<file path="src/rtl/axistream_merger.sv">
// Two-way merge of ascending AXI-stream packets into one ascending packet.
// When one input's last word is popped, the other input is drained to finish the output packet.
module axistream_merger #(
    parameter int unsigned DATA_WIDTH = 8
) (
    input  logic                  clk,
    input  logic                  rst,
    input  logic                  a_tvalid,
    output logic                  a_tready,
    input  logic [DATA_WIDTH-1:0] a_tdata,
    input  logic                  a_tlast,
    input  logic                  b_tvalid,
    output logic                  b_tready,
    input  logic [DATA_WIDTH-1:0] b_tdata,
    input  logic                  b_tlast,
    output logic                  dest_tvalid,
    input  logic                  dest_tready,
    output logic [DATA_WIDTH-1:0] dest_tdata,
    output logic                  dest_tlast
);

    typedef enum logic [1:0] {
        MERGE   = 2'b00,
        DRAIN_A = 2'b01,
        DRAIN_B = 2'b10
    } state_t;

    state_t state;
    state_t state_next;
    logic   load;
    logic   take_a;
    logic   take_b;
    logic   tlast_in;

    assign load = !dest_tvalid || dest_tready;

    always_ff @(posedge clk or negedge rst) begin
        if (!rst) begin
            state <= MERGE;
        end else begin
            state <= state_next;
        end
    end

    always_comb begin
        state_next = state;
        case (state)
            MERGE: begin
                if (take_a && a_tlast) begin
                    state_next = DRAIN_B;
                end else if (take_b && b_tlast) begin
                    state_next = DRAIN_A;
                end
            end
            DRAIN_A: begin
                if (take_a && a_tlast) begin
                    state_next = MERGE;
                end
            end
            DRAIN_B: begin
                if (take_b && b_tlast) begin
                    state_next = MERGE;
                end
            end
            default: state_next = MERGE;
        endcase
    end

    // Pop selection; held at zero while reset is asserted.
    always_comb begin
        take_a = 1'b0;
        take_b = 1'b0;
        if (rst) begin
            case (state)
                MERGE: begin
                    if (a_tvalid && b_tvalid && load) begin
                        if (a_tdata <= b_tdata) begin
                            take_a = 1'b1;
                        end else begin
                            take_b = 1'b1;
                        end
                    end
                end
                DRAIN_A: take_a = load && a_tvalid;
                DRAIN_B: take_b = load && b_tvalid;
                default: begin
                    take_a = 1'b0;
                    take_b = 1'b0;
                end
            endcase
        end
    end

    assign a_tready = take_a;
    assign b_tready = take_b;
    assign tlast_in = take_a ? a_tlast : b_tlast;

    // Output tlast only comes from the drain phase, where the final word of the merge is popped.
    always_ff @(posedge clk or negedge rst) begin
        if (!rst) begin
            dest_tvalid <= 1'b0;
            dest_tdata  <= '0;
            dest_tlast  <= 1'b0;
        end else if (load) begin
            dest_tvalid <= take_a || take_b;
            if (take_a || take_b) begin
                dest_tdata <= take_a ? a_tdata : b_tdata;
                dest_tlast <= ((state == DRAIN_A) || (state == DRAIN_B)) && tlast_in;
            end
        end
    end

endmodule

</file>
<file path="config.mk">
export PLATFORM = sky130hd
export DESIGN_NAME = axistream_merger
export DESIGN_NICKNAME = d
export VERILOG_FILES = /design/src/rtl/axistream_merger.sv
export SDC_FILE = /design/constraint.sdc
export NUM_CORES = 1
export LEC_CHECK = 0
export CAP_MARGIN = 30
export CORE_UTILIZATION = 45
export DETAILED_ROUTE_END_ITERATION = 10
export DONT_BUFFER_PORTS = 1
export HOLD_SLACK_MARGIN = 0.15
export PLACE_DENSITY_LB_ADDON = 0.2
export SYNTH_ARGS = -nofsm -noshare
export SYNTH_HDL_FRONTEND = slang
export SYNTH_SLANG_ARGS = --single-unit
</file>
<file path="constraint.sdc">
create_clock -name clk -period 1.9 [get_ports clk]
set_input_delay 0.095 -clock clk [delete_from_list [all_inputs] [get_ports clk]]
set_output_delay 0.095 -clock clk [all_outputs]
set_load 0.1 [all_outputs]
</file>
# [Word-level counts from Yosys, hierarchy flattened]
# Cells that the tools add are included.
[totals] reg_bits=12 latchBits=0 mem_bits_rw=0 rom_bits=0 in_bits=23 output_inout_bits=12 wordCells=39 mem_count=0
[classes] addsub=0 mul=0 div=0 order_cmp=1 n_eq_ne=5 shift=0 mux=15 n_bitwise=0 n_reduce_logical=14
[ops] operator="$le 8x8->1" n=1
[ops] operator="$mux 2" n=4
[ops] operator="$mux 8" n=1
[ops] operator="$logic_and 1x1->1" n=7
[ops] operator="$mux 1" n=7
[ops] operator="$pmux 2 s3" n=1
[ops] operator="$ne 2x2->1 const B" n=2
[ops] operator="$pmux 1 s2" n=2
[ops] operator="$logic_or 1x1->1" n=3
[ops] operator="$ne 3x3->1 const B" n=1
[ops] operator="$reduce_and 3->1" n=1
[ops] operator="$eq 2x1->1 const B" n=1
[ops] operator="$eq 2x2->1 const B" n=1
[ops] operator="$logic_not 2->1" n=1
[ops] operator="$reduce_and 2->1" n=1
[ops] operator="$logic_not 1->1" n=1

# [Depth between registers and ports, before layout]
# Gate-level depths: netlist (run 1).
[logic_depth] depth_word=10 depth_mapped=9 mapped_depth_nobuf=8

# [Least setup slack after synthesis (run 1)]
# No wires, ideal clock.
[synth_path] kind="register -> output" startpoint="register dest_tvalid" endpoint="output b_tready" arrival_time_ns=3.525 t_required_ns=1.805 path_slack_ns=-1.720 path_stages_with_launch=5 path_buffers=0 path_cell_list="dfrtp_1 > nand2b_2 > nand4_4 > nand2b_1 > a21boi_0"
[synth_between] elab_chain_len=6 word_cells_on_any_way=7 classes_between="3 x mux; 4 x reduce/logical"
[synth_lines] element="from (decl)" line_no="16" text="output logic dest_tvalid,"
[synth_lines] element="from (signal assigned)" line_no="105" text="dest_tvalid <= take_a || take_b;"
[synth_lines] element="$logic_not 1->1 *" line_no="35" text="assign load = !dest_tvalid || dest_tready;"
[synth_lines] element="$logic_or 1x1->1 *" line_no="35"
[synth_lines] element="$logic_and 1x1->1" line_no="76" text="if (a_tvalid && b_tvalid && load) begin"
[synth_lines] element="$mux 1" line_no="76"
[synth_lines] element="$pmux 1 s2 *" line_no="74" text="case (state)"
[synth_lines] element="$mux 1 *" line_no="73" text="if (rst) begin"
[synth_lines] element="to (decl)" line_no="13" text="output logic b_tready,"
# Mark *: on every way between the ends. The rest lies on a longest branch, timed or not.

# [Final worst setup path (run 1)]
[layout_path] startpoint="register state[0]" endpoint="output a_tready"
[layout_between] elab_chain_len=3 word_cells_on_any_way=4 classes_between="1 x eq/ne; 2 x mux; 1 x reduce/logical"
[layout_lines] element="from (decl)" line_no="28" text="state_t state;"
[layout_lines] element="from (signal assigned)" line_no="41" text="state <= state_next;"
[layout_lines] element="$eq 2x1->1 / $logic_not 2->1 (equally long branches)" line_no="74"
[layout_lines] element="$pmux 1 s2 *" line_no="74"
[layout_lines] element="$mux 1 *" line_no="73"
[layout_lines] element="to (decl)" line_no="9" text="output logic a_tready,"
# Marked as above.

==> results of run 1 <==
-- critical path, cell delays in order, from the launching register on --
cell and delay (ps):
dfrtp_1 420, inv_2 100, ha_4 150, nand4_4 130, o31ai_4 310, buf_6 130, and2_4 320
-- worst paths after layout --
check,start,to,slack [ps],depth (start not counted)
max,state[0],a_tready,-20,6
min,rst,state[0],200,4
max reg2reg,state[0],dest_tlast,100,8
min reg2reg,state[0],state[0],600,2
max in group asynchronous,rst,dest_tvalid,1180,1
min in group asynchronous,rst,dest_tdata[7],260,1
-- timing repair --
item,CTS,global route
endpoints found under the hold margin,22,0
pin swaps,3,3
resized for setup,5,4
buffers inserted,2,3
setup endpoints to repair,1,5
hold buffers,19,0
-- layout make-up --
type / count / area (sq um) / area share [%]
timing repair buffer: 39 / 360 / 25.5
inverter: 13 / 48.8 / 3.45
multi-input combinational: 81 / 631 / 44.6
sequential: 12 / 304 / 21.5
tap: 27 / 33.8 / 2.39
clock buffer: 4 / 36.3 / 2.57
-- per-stage QoR --
stage / TNS [ps] / instance area (sq um) / setup WS (ps) / utilization (%)
final: -24.0 / 1410 / -24.0 / 71.3
after CTS: 0 / 1370 / 4.82 / 69.3
after detailed placement: 0 / 1110 / 53.2 / 56.3
after global routing: -120 / 1410 / -88.2 / 71.3
after global placement: 0 / 1110 / 130 / 56.3
after floorplan: 0 / 971 / 44.5 / -
-- state kept, by name, summed over array words and instances, names as in the netlist --
register / flops
dest_tdata: 8
dest_tlast: 1
dest_tvalid: 1
state: 2
-- cells in the mapped netlist, types with 2 or more instances --
| cell | count |
|---|---|
| dfrtp_1 | 12 |
| nand2_1 | 17 |
| inv_1 | 13 |
| o21ai_0 | 4 |
| nand4_1 | 2 |
| nand2b_1 | 2 |
| o21ai_1 | 8 |
| o21a_1 | 2 |
| ha_1 | 11 |
| a21oi_1 | 5 |
| nand3_1 | 3 |
| nor2_1 | 3 |
| mux2i_1 | 9 |
-- metal layers --
metal  GRT usage [%]  vias to the layer above  part of all wire [%]
met5               0                        -                     0
met4            6.67                        0                  0.77
met3            2.64                        2                   3.6
met2            44.3                       20                    51
met1            28.0                      434                    44
li1                -                      459                     -
-- power breakdown --
group	internal, W	switching (W)	leakage, nW	total (W)
combinational	0.000438	0.00111	0.488	0.00155
clock	0.000116	0.0000903	0.0210	0.000207
sequential	0.000367	0.0000434	0.152	0.000410
-- logic make-up (layout without fill, tap and decap cells) --
group,Yosys count,count (layout),synth area share (%)
simple gates,34,34,18.7
flops,12,12,31.5
fa+ha+maj,11,11,14.4
buf+inv,15,56,6.68
compound gates,27,27,19.3
mux,9,9,9.44
==> flow_summary.ini, run 1 <==
[logic_synthesis]
synthArstFlopShare_pct = 100
avgSynthCellArea_sq_um = 8.84
dominantRegCellSynth = dfrtp_1
synth_area_leaders = dfrtp_1 31%, ha_1 14%, mux2i_1 9.4%, nand2_1 6.7%, inv_1 5.1%
synth_warnings = 0
ys_ff_latch = 12
synth_edf_count = 0
syn_inst = 108
synth_cell_type_count = 30
synthesis.nets = 142
ys_seq_area_share_pct = 31.5
yosysTopAreaCell = dfrtp_1
syn_area_sq_um = 955
yosysTopAreaCellShare_pct = 31.5

[sta]
layout_min_cycle_time_ps = 1920
whs_ps = 199
setup_viol = 1
fin_ws_ps = -24.0
rsz0062_at_grt = true
finalCritPeriodShare_pct = 101
timing.final.max_slew_violations = 0
fmax_ghz = 0.520
relSlewSlack_pct = 59.0
hold_viol_final = 0
tightest_slew_ps = 613
clock_skew_ps = 10.5

[drt]
drt_iter0_markers = 8
routed_via_density = 5.20
drc = 0
drtAntennaViolNets = 0
wire_per_inst_microns = 14.0
first_pass_iters = 4
vias = 915
routed_wl_mm = 2.46

[cts]
clkTransAtPathRegs_ps = 80
cts_tree = yes
clock_sinks = 12
ctsLongestPathBuffers = 2
htree_levels = 1
cts_buffers = 3
cts-root-buf = clkbuf_4
clk-insertion-delay-late_ps = 270

[cells_and_area]
final_cell_mix = 19 x dlygate4sd3_1, 17 x nand2_1, 17 x buf_4, 11 x inv_1, 11 x dfrtp_1
syn_to_final_growth_pct = 48.1
layout-drive-gt1-share_pct = 25.5
n_antenna_cell = 0
final_common_cell = dlygate4sd3_1
nets = 184
fillers = 142
stdcell_count = 176

[placement]
placed_cells = 148
dp_hpwl_mm = 1.66
numPortBuffers = 0
routabilityCongestion = 0.901

[global_route]
grt_pass1_vias = 926
grt_max_degree = 14
grt_pass1_wl_mm = 3.76
antenna_found_initial = 0
grt_overflow = 0
grt_usage_pct = 23.6

[setup_path]
crit_required_ps = 1800
start_kind = flip-flop
path_class = reg2out
crit_fanout = 6
arrival_ps = 1830
crit_path_end_kind = output pin

[outcome]
status = finished with violations
violations = negative setup slack

[hold_path]
hp-class = in2reg

[floorplan]
num_rows = 16
fp.coreArea_sq_mm = 0.00198
dieWidth_microns = 48.1
start_util_pct = 48.2
die_h_microns = 48.1
ios = 35
die_area_sq_mm = 0.00231

[power]
power_density_mw_per_mm2 = 1530
p_total_w = 0.00217
max-vdd-ir-drop_mv = 1.14
p_leak_nw = 0.661

[job]
maxCapViolCount = 0
Power figures use the tool's default switching activity.
==> run 2: changes to the inputs <==
==> constraint.sdc (replaced) <==
create_clock -name clk -period 1.8 [get_ports clk]
set_input_delay 0.09 -clock clk [delete_from_list [all_inputs] [get_ports clk]]
set_output_delay 0.09 -clock clk [all_outputs]
set_load 0.1 [all_outputs]
==> flow_summary.ini, run 2 (same netlist as run 1, synthesis figures left out) <==
[sta]
tightest_slew_ps = 642
timing.final.max_slew_violations = 0
fin_ws_ps = 1.76
setup_viol = 0
fmax_ghz = 0.556
relSlewSlack_pct = 57.1
clock_skew_ps = 7.42
hold_viol_final = 0
rsz0062_at_grt = true
layout_min_cycle_time_ps = 1800
whs_ps = 184
finalCritPeriodShare_pct = 99.9
totalNegativeSetupSlack_ps = 0

[hold_path]
hold_depth = 4
hp-class = in2reg
min_from = rst

[setup_path]
path_delay_family = simple AND/OR/NAND/NOR gates
worstPathCellList = inv_2, ha_4, nand4_4, o31ai_4, buf_6, and2_4
start_kind = flip-flop
reg2reg_from = dest_tvalid
reg2reg_depth = 7
slowest_stage = dfrtp_1
path_class = reg2out
cpPeakStageDelay_ps = 400
crit_path_end_kind = output pin
crit_start = state[1]
crit_required_ps = 1710
worst-path-stages = 6
crit_fanout = 2
arrival_ps = 1710
crit_buf_inv = 2

[power]
p_leak_nw = 0.687
max-vdd-ir-drop_mv = 1.49
p_total_w = 0.00232
power_density_mw_per_mm2 = 1570

[cts]
htree_levels = 1
cts_tree = yes
clock_sinks = 12
clk-insertion-delay-late_ps = 270
clkTransAtPathRegs_ps = 80
ctsLongestPathBuffers = 2
cts-root-buf = clkbuf_4
cts_buffers = 3

[cells_and_area]
largest_reg_flops = 8
final_common_cell = buf_4
multiInputGateArea_sq_um = 663
final_util_pct = 74.3
layout-drive-gt1-share_pct = 29.9
regArea_sq_um = 304
top_regs = dest_tdata x8, state x2
fillers = 149
final_cell_mix = 22 x buf_4, 20 x dlygate4sd3_1, 17 x nand2_1, 11 x inv_1, 11 x dfrtp_1
syn_to_final_growth_pct = 54.3
n_antenna_cell = 0
nets = 189
top_register = dest_tdata

[placement]
numPortBuffers = 0
routabilityCongestion = 0.930
dp_hpwl_mm = 1.66
post-place-ws_ps = 0.664

[global_route]
grt_pass1_vias = 970
grt_max_degree = 14
grt_usage_pct = 24.8
grt_pass1_wl_mm = 3.97
antenna_found_initial = 0
grt_overflow = 0

[floorplan]
die_h_microns = 48.1
fp.coreArea_sq_mm = 0.00198
start_util_pct = 48.2
die_area_sq_mm = 0.00231
ios = 35
num_rows = 16
dieWidth_microns = 48.1

[drt]
drtAntennaViolNets = 0
first_pass_iters = 4
routed_via_density = 5.25
routed_wl_mm = 2.61
wire_per_inst_microns = 14.4
drc = 0
vias = 950
drt_iter0_markers = 15

[job]
maxCapViolCount = 0

[outcome]
status = finished clean
run 2: tightest hold or removal path, delay by kind of cell:
kind / cells / cell delay (ps)
AO/OA/AOI/OAI: 3 / 230
AND/OR/NAND/NOR: 1 / 90
run 2: repair_timing:
item / CTS / global route
hold buffers: 20 / 0
pin swaps: 5 / 3
gates resized for setup: 7 / 6
cloned: 0 / 0
hold endpoints to repair: 23 / 0
buffers inserted: 5 / 0
endpoints found under the setup margin: 3 / 8
run 2: routing by layer:
layer / track usage, % / share of wire (%) / vias up
li1: - / - / 472
met1: 29.6 / 41 / 450
met2: 43.5 / 54 / 26
met3: 3.77 / 4.2 / 2
met4: 11.1 / 0.73 / 0
met5: 0 / 0 / -
run 2: final cells by class:
| class | count | share of cell area, % |
|---|---|---|
| Tap cell | 27 | 2.29 |
| Inverter | 13 | 3.31 |
| Clock buffer | 4 | 1.78 |
| Multi-Input combinational cell | 81 | 45.0 |
| Sequential cell | 12 | 20.6 |
| Timing Repair Buffer | 44 | 26.9 |
run 2: report_power, final:
group	switching, W	leakage, nW	total [W]	internal, W
combinational	0.00121	0.521	0.00170	0.000499
sequential	0.0000434	0.152	0.000431	0.000387
clock	0.0000963	0.0150	0.000182	0.0000857
run 2: path summary, 6_finish.rpt:
check	to	slack, ps
max	a_tready	2
min	state[0]	180
max reg2reg	state[1]	70
min reg2reg	state[1]	700
max in group asynchronous	dest_tvalid	1060
min in group asynchronous	dest_tdata[7]	270
run 2: stage by stage:
step | cell area, sq um | cells
2_1_floorplan | 976 | 108
3_3_place_gp | 1150 | 152
3_5_place_dp | 1150 | 152
4_1_cts | 1440 | 181
5_1_grt | 1470 | 181
6_report | 1470 | 181
==> run 3: changes to the inputs <==
--- a/config.mk
+++ b/config.mk
@@ -7,10 +7,12 @@
 export LEC_CHECK = 0
 export CAP_MARGIN = 30
 export CORE_UTILIZATION = 45
+export CTS_CLUSTER_DIAMETER = 30
 export DETAILED_ROUTE_END_ITERATION = 10
 export DONT_BUFFER_PORTS = 1
 export HOLD_SLACK_MARGIN = 0.15
 export PLACE_DENSITY_LB_ADDON = 0.2
+export SETUP_SLACK_MARGIN = 0.05
 export SYNTH_ARGS = -nofsm -noshare
 export SYNTH_HDL_FRONTEND = slang
 export SYNTH_SLANG_ARGS = --single-unit
==> flow_summary.ini, run 3 (same netlist as run 1, synthesis figures left out) <==
[cts]
cts_buffers = 3
ctsLongestPathBuffers = 2
clk-insertion-delay-late_ps = 270
htree_levels = 1
cts-root-buf = clkbuf_4
cts_tree = yes
clkTransAtPathRegs_ps = 70
clock_sinks = 12

[global_route]
grt_max_degree = 14
grt_pass1_vias = 927
antenna_found_initial = 0
grt_usage_pct = 24.1
grt_overflow = 0
grt_pass1_wl_mm = 3.84

[cells_and_area]
fillers = 139
top_regs = dest_tdata x8, state x2
top_register = dest_tdata
multiInputGateArea_sq_um = 632
final_cell_mix = 20 x buf_4, 19 x dlygate4sd3_1, 17 x nand2_1, 11 x inv_1, 11 x dfrtp_1
regArea_sq_um = 304
n_antenna_cell = 0
syn_to_final_growth_pct = 49.4
final_common_cell = buf_4
stdcell_count = 178
layout-drive-gt1-share_pct = 26.5
largest_reg_flops = 8
nets = 186
fin_area_sq_mm = 0.00143

[floorplan]
num_rows = 16
fp.coreArea_sq_mm = 0.00198
die_area_sq_mm = 0.00231
dieWidth_microns = 48.1
start_util_pct = 48.2
die_h_microns = 48.1
ios = 35

[placement]
numPortBuffers = 0
dp_hpwl_mm = 1.76
routabilityCongestion = 0.904
dpl-instance-area_sq_mm = 0.00115
placed_cells = 152

[sta]
setup_viol = 0
rsz0062_at_grt = true
fmax_ghz = 0.564
layout_min_cycle_time_ps = 1770
whs_ps = 203
finalCritPeriodShare_pct = 98.4
hold_viol_final = 0
timing.final.max_slew_violations = 0
tightest_slew_ps = 617
clock_skew_ps = 8.74
relSlewSlack_pct = 58.7

[setup_path]
arrival_ps = 1680
crit_path_end_kind = output pin
reg2reg_depth = 7
path_class = reg2out
cpPeakStageDelay_ps = 390
slowest_stage = dfrtp_1
worst-path-stages = 5
crit_fanout = 5
crit_buf_inv = 1
crit_required_ps = 1710
r2r_slack_ps = 70
path_delay_family = simple AND/OR/NAND/NOR gates
worstPathCellList = inv_2, ha_4, nand4_4, o31ai_4, and2_4
start_kind = flip-flop

[outcome]
status = finished clean

[drt]
first_pass_iters = 4
wire_per_inst_microns = 13.6
drtAntennaViolNets = 0
vias = 966
drc = 0
drt_iter0_markers = 16
routed_wl_mm = 2.43
routed_via_density = 5.43

[power]
p_total_w = 0.00227
pwr-share-clk_pct = 9.3
max-vdd-ir-drop_mv = 1.23
p_int_w = 0.000973
swShare_pct = 57.2
combPwrFrac_pct = 71.6
power_frac_seq_pct = 19.1
p_leak_nw = 0.677
power_density_mw_per_mm2 = 1590
p_sw_w = 0.00130

[job]
maxCapViolCount = 0

[hold_path]
hp-class = in2reg
hold_depth = 4
## run 3: cell types whose count changed in the layout (fill, tap and decap cells not counted), moves of 2 or more
cell     delta
buf_4       -2
ha_1        +2
nand3_1     +2
nand3_2     -2
## run 3: final timing paths
path / to / start
setup reg to reg: state[1] / state[0]
hold / removal: state[0] / rst
min in group asynchronous: dest_tlast / rst
hold reg to reg: dest_tdata[3] / dest_tdata[3]
setup / recovery: a_tready / state[0]
max in group asynchronous: dest_tvalid / rst
## run 3: metal layers
metal	GRT usage, %	routed length, microns	part of all wire [%]
met1	27.9	949	39
met2	44.6	1310	54
met3	3.77	124	5.1
met4	7.78	44	1.8
met5	0	0	0
## run 3: worst reg2reg max path: cells and delay by family (launching register included)
kind	cells	cell delay (ps)
buffers and inverters	2	310
adder cells (fa/ha/maj)	1	240
flip-flops	1	390
AND/OR/NAND/NOR	2	290
AO/OA/AOI/OAI	2	390
## run 3: timing repair
| action | 4_1_cts | 5_1_grt |
|---|---|---|
| gates resized for setup | 6 | 0 |
| hold buffers | 19 | 0 |
| setup endpoints to repair | 10 | 3 |
| hold endpoints to repair | 22 | 0 |
| pin swaps | 5 | 0 |
| setup buffers | 3 | 0 |
## run 3: cell type report
| cell class | instances | share of cell area (%) |
|---|---|---|
| Multi-Input combinational cell | 81 | 44.3 |
| Timing Repair Buffer | 41 | 26.1 |
| Sequential cell | 12 | 21.3 |
| Inverter | 13 | 3.42 |
| Clock buffer | 4 | 2.54 |
| Tap cell | 27 | 2.37 |
## run 3: through the flow
| stage | setup TNS, ps | utilization, % | setup slack, ps |
|---|---|---|---|
| after floorplan | 0 | - | 30.5 |
| after global placement | 0 | 58.2 | 51.8 |
| after detailed placement | -24.8 | 58.2 | -11.9 |
| after CTS | 0 | 72.0 | 17.9 |
| after global routing | -60.3 | 72.0 | -33.8 |
| final | 0 | 72.0 | 28.5 |
## run 3: power groups by stage
stage | registers (W) | logic [W] | clock network, W
2_1_floorplan | 0.00118 | 0.000457 | 0
3_3_place_gp | 0.000436 | 0.00150 | 0
3_5_place_dp | 0.000440 | 0.00152 | 0
4_1_cts | 0.000435 | 0.00162 | 0.000215
5_1_grt | 0.000446 | 0.00171 | 0.000231
6_report | 0.000435 | 0.00163 | 0.000212
